[src/rtl/pipe_tracker.sv]
// pipe_tracker: STAGES-deep PC/valid pipeline tracker with stall, flush and precise exception capture
// Ports: fetch_valid/fetch_pc offer an instruction to stage 0, fetch_ready = no stall_req bit set;
//   stall_req/flush_req/exc_req/exc_cause are per-stage requests, exc_ack consumes the pending exception;
//   stage_pc/stage_valid expose every stage, exception/epc/cause hold the captured exception,
//   retire_valid/retire_pc describe the last stage, retired_count/stall_count are perf counters.
// Define PIPE_TRACKER_PERF_EN to build the counters; without it they are tied to 0.
module pipe_tracker #(
  parameter int XLEN = 32,
  parameter int STAGES = 5,
  parameter int CAUSE_W = 4
) (
  input  logic                       clk,
  input  logic                       rst_n,
  input  logic                       fetch_valid,
  input  logic [XLEN-1:0]            fetch_pc,
  output logic                       fetch_ready,
  input  logic [STAGES-1:0]          stall_req,
  input  logic [STAGES-1:0]          flush_req,
  input  logic [STAGES-1:0]          exc_req,
  input  logic [STAGES*CAUSE_W-1:0]  exc_cause,
  input  logic                       exc_ack,
  output logic [STAGES*XLEN-1:0]     stage_pc,
  output logic [STAGES-1:0]          stage_valid,
  output logic                       exception,
  output logic [XLEN-1:0]            epc,
  output logic [CAUSE_W-1:0]         cause,
  output logic                       retire_valid,
  output logic [XLEN-1:0]            retire_pc,
  output logic [31:0]                retired_count,
  output logic [31:0]                stall_count
);
  localparam int L = STAGES - 1;
  logic [STAGES-1:0][XLEN-1:0] pc, pc_n;
  logic [STAGES-1:0][CAUSE_W-1:0] ec;
  logic [STAGES-1:0] v, v_n, qs, qe, hold, kill, bub;
  logic hf, kf, capture;
  logic [XLEN-1:0] epc_n;
  logic [CAUSE_W-1:0] cause_n;
  assign ec = exc_cause;
  assign qs = stall_req & v;
  assign qe = exc_req & v;
  assign fetch_ready = ~|stall_req;
  assign retire_valid = v[L] & ~stall_req[L] & ~qe[L] & ~flush_req[L];
  assign retire_pc = pc[L];
  assign stage_pc = pc;
  assign stage_valid = v;
  assign capture = |qe & (~exception | exc_ack);
  // hold/kill are "at or below the highest request" masks; a stall bubble
  // enters the first stage above the held region. A stage whose source was
  // killed this cycle advances a bubble so squashed work never moves up.
  always_comb begin
    hf = 1'b0;
    kf = 1'b0;
    hold = '0;
    kill = '0;
    for (int k = STAGES - 1; k >= 0; k--) begin
      hf = hf | qs[k];
      kf = kf | flush_req[k] | qe[k];
      hold[k] = hf;
      kill[k] = kf;
    end
    bub = ~hold & {hold[STAGES-2:0], 1'b0};
    pc_n[0] = hold[0] ? pc[0] : fetch_pc;
    // an offer is taken only when fetch_ready, so a refused offer is not lost
    v_n[0] = ~kill[0] & (hold[0] ? v[0] : fetch_valid & fetch_ready);
    for (int k = 1; k < STAGES; k++) begin
      pc_n[k] = (hold[k] | bub[k]) ? pc[k] : pc[k-1];
      v_n[k] = ~kill[k] & (hold[k] ? v[k] : ~bub[k] & v[k-1] & ~kill[k-1]);
    end
    epc_n = pc[0];
    cause_n = ec[0];
    for (int k = 0; k < STAGES; k++) begin
      epc_n = qe[k] ? pc[k] : epc_n;
      cause_n = qe[k] ? ec[k] : cause_n;
    end
  end
  always_ff @(posedge clk) begin
    if (!rst_n) begin
      pc <= '0;
      v <= '0;
      exception <= 1'b0;
      epc <= '0;
      cause <= '0;
    end else begin
      pc <= pc_n;
      v <= v_n;
      if (capture) begin
        exception <= 1'b1;
        epc <= epc_n;
        cause <= cause_n;
      end else if (exc_ack) begin
        exception <= 1'b0;
      end
    end
  end
`ifdef PIPE_TRACKER_PERF_EN
  always_ff @(posedge clk) begin
    if (!rst_n) begin
      retired_count <= '0;
      stall_count <= '0;
    end else begin
      retired_count <= retired_count + {31'd0, retire_valid};
      stall_count <= stall_count + {31'd0, |qs};
    end
  end
`else
  assign retired_count = '0;
  assign stall_count = '0;
`endif
endmodule

[config.mk]
export PLATFORM = sky130hd
export DESIGN_NAME = pipe_tracker
export DESIGN_NICKNAME = d
export VERILOG_FILES = /design/src/rtl/pipe_tracker.sv
export SDC_FILE = /design/constraint.sdc
export NUM_CORES = 1
export LEC_CHECK = 0
export ABC_AREA = 1
export CORE_MARGIN = 3
export CORE_UTILIZATION = 35
export DETAILED_ROUTE_END_ITERATION = 6
export MAX_ROUTING_LAYER = met4
export PLACE_DENSITY = 0.68
export SLEW_MARGIN = 20
export SYNTH_ARGS = -nofsm -noshare
export SYNTH_HDL_FRONTEND = slang
export SYNTH_SLANG_ARGS = --single-unit
[constraint.sdc]
create_clock -name clk -period 1.3 [get_ports clk]
set_input_delay 0.26 -clock clk [delete_from_list [all_inputs] [get_ports clk]]
set_output_delay 0.26 -clock clk [all_outputs]
set_load 0.02 [all_outputs]
==> impl_metrics.toml <==
[status]
status = "finished with violations"
failed_checks = "setup timing"

[flow_run]
cap_violations = 0

[clock_network]
clockBufferDepth = 3
cts_made_buffers = 24
path_clk_slew_ps = 60
clk_latency_ps = 520
clkSinkCount = 202
ctsHtreeMaxLevel = 1
cts_root_buf = "clkbuf_16"
cts_tree = "built"

[sta]
setup_ws_ps = -275.2
fin_crit_ps = 1575
finalHoldViolCount = 0
rsz0062_at_grt = "true"
max_freq_ghz = 0.6349
finClkSkew_ps = 8.321
whs_ps = 89.16
report.final.setup_viol = 196
slew_viol_final = 0
fin_crit_sh_pct = 121.2

[global_route]
grt_pass1_vias = 9361
overflow = 0
grt_use_total_pct = 21.83
grt_antenna_before_repair = 0
grt_pass1_wl_mm = 52.87
grt_start_max_net_pins = 60

[layout]
multi_input_area_um2 = 4736
nNetsFinal = 2026
syn2layout_area_growth_pct = 54.16
seqCellArea_um2 = 4140
nFillCells = 2752
final_util_pct = 55.23
diodes = 0
drive_gt1_share_pct = 33.10

[yosys]
netlist_instances = 1543
synth_area_leaders = "dfxtp_1 (40%), nand2_1 (12%), nor2_1 (10%), buf_4 (8.3%), inv_1 (6.8%)"
synthTopCellsByCount = "nand2_1 (330), nor2_1 (271), dfxtp_1 (202)"
synth_top_area_share_pct = 40.29
yosys_warnings = 0
synth-seq-cells = 202
yosysTopAreaCell = "dfxtp_1"
synth_cell_type_count = 27
yosysSeqAreaShare_pct = 40.29
synthesis.area_um2 = 10040
syn_area_per_cell_um2 = 6.504
postSynth.asyncResetShare_pct = 0
synth-edff-count = 0
yosysMostFrequentCell = "nand2_1"
synth_ff_type = "dfxtp_1"

[drt]
drtIter0Drc = 853
vias = 10733
wl_mm = 37.35
final_antenna_net_count = 0
vias_per_cell = 4.565
drt_first_pass_iters = 5
wl_per_cell_um = 15.89
remaining_drc_errors = 0

[die]
core.rowCount = 61
initial_core_util_pct = 35.83
pin_count = 371
die_w_um = 175.3
die_area_um2 = 30740
die_h_um = 175.3
core_region_area_um2 = 28010

[worst_setup_path]
crit_start = "stage_valid[4]"
path_delay_family = "flip-flops"
r2r_start = "stage_valid[4]"
crit_type = "reg -> out"
path_buf_inv = 1
slowest_stage = "dfxtp_4"
cp.arrival_ps = 1320
end_kind = "primary output"
slowest_delay_ps = 370
path_cells = "nand2_4 > nand2_4 > nor3b_4 > buf_6"
cp_max_fo = 3
cpMostUsedCell = "nand2_4"
cp-start-kind = "flip-flop"
cp.required_ps = 1040

[power_and_ir_drop]
power_density_nw_per_um2 = 976.0
pwr-share-clk_pct = 46.1
p_int_mw = 11.29
p_comb_share_pct = 11.4
netSwitchingFraction_pct = 25.25
p_leak_nw = 8.009
switching_power_mw = 3.813
vdd_drop_max_mv = 0.9400
seqPwrFrac_pct = 42.6

[placement]
gp_congestion = 0.8769
port_buffers = 306
dp_hpwl_mm = 26.67

[hold_path]
min_from = "rst_n"
hp-class = "in -> reg"
flip-flops by register name (all words and copies together) (netlist names):
name         count
retire_pc       32
stage_valid      5
exception        1
epc             32
stage_pc       128
cause            4
timing repair:
| action | in CTS | in global routing |
|---|---|---|
| endpoints found under the setup margin | 408 | 308 |
| hold buffers | 0 | 0 |
| buffers inserted | 3 | 12 |
| gates cloned | 0 | 20 |
| gates resized for setup | 1229 | 133 |
| pin swaps | 16 | 13 |
metal layers:
layer	routed length, um	global-route usage [%]	vias to the layer above
met5	0	-	-
met4	1353	6.749	0
met3	2349	2.659	78
met2	17170	33.53	380
met1	16470	30.16	4828
li1	-	-	5447
cell usage in the layout, fill, tap and decap left out, drive strengths merged:
cell / instances
buf: 431
nand2: 333
nor2: 273
dfxtp: 202
inv: 184
o21ai: 129
nand3: 113
a21oi: 105
conb: 64
clkdlybuf4s50: 64
clkbuf: 50
clkinv: 6
or2: 5
nor3: 3
o211ai: 2
bufinv: 2
dlygate4sd2: 2
nor3b: 1
nand3b: 1
and2: 1
a211oi: 1
clkdlybuf4s15: 1
cells by family after synthesis:
family          count (synthesis)  share of synthesized area [%]
simple gates                  730                          29.25
flops                         202                          40.29
buf+inv                       373                          18.49
other cells                     1                        0.03737
compound gates                237                          11.93
cell type report:
type	count	area share, %
clock buffers	35	4.674
flip-flops and latches	202	26.76
multi-input cells	1031	30.61
clock inverters	9	0.6470
repair buffers	513	29.67
inverters	183	4.577
well taps	378	3.057
stage by stage:
stage               area (um2)  setup TNS (ps)  power, mW  std cells  worst slack, ps
floorplan                10380           -5112      7.483       1606           -77.83
global placement         14250         -123320      8.274       2273           -734.7
detailed placement       14250         -122640      8.294       2273           -738.2
CTS                      14550          -21270      15.13       2320           -321.7
global route             15470          -41760      15.55       2351           -330.5
finish                   15470          -26170      15.10       2351           -275.2
path summary, 6_finish.rpt:
path | end | depth (start not counted) | slack [ps]
min reg2reg | epc[28] | 2 | 460
max reg2reg | stage_pc[44] | 11 | -230
max | retire_valid | 4 | -280
min | retire_pc[2] | 3 | 90
tightest hold or removal path, cell delays in order:
cell	delay (ps)
buf_4	190
o21ai_2	80
a21oi_1	40
power by group through the flow:
stage | logic [mW] | registers, mW | clock network [mW]
after floorplan | 0.721 | 6.76 | 0
after global placement | 1.72 | 6.56 | 0
after detailed placement | 1.73 | 6.56 | 0
after CTS | 1.66 | 6.43 | 7.05
after global routing | 1.85 | 6.44 | 7.27
final | 1.72 | 6.43 | 6.96
No activity file was read; power rests on OpenSTA's default activity.
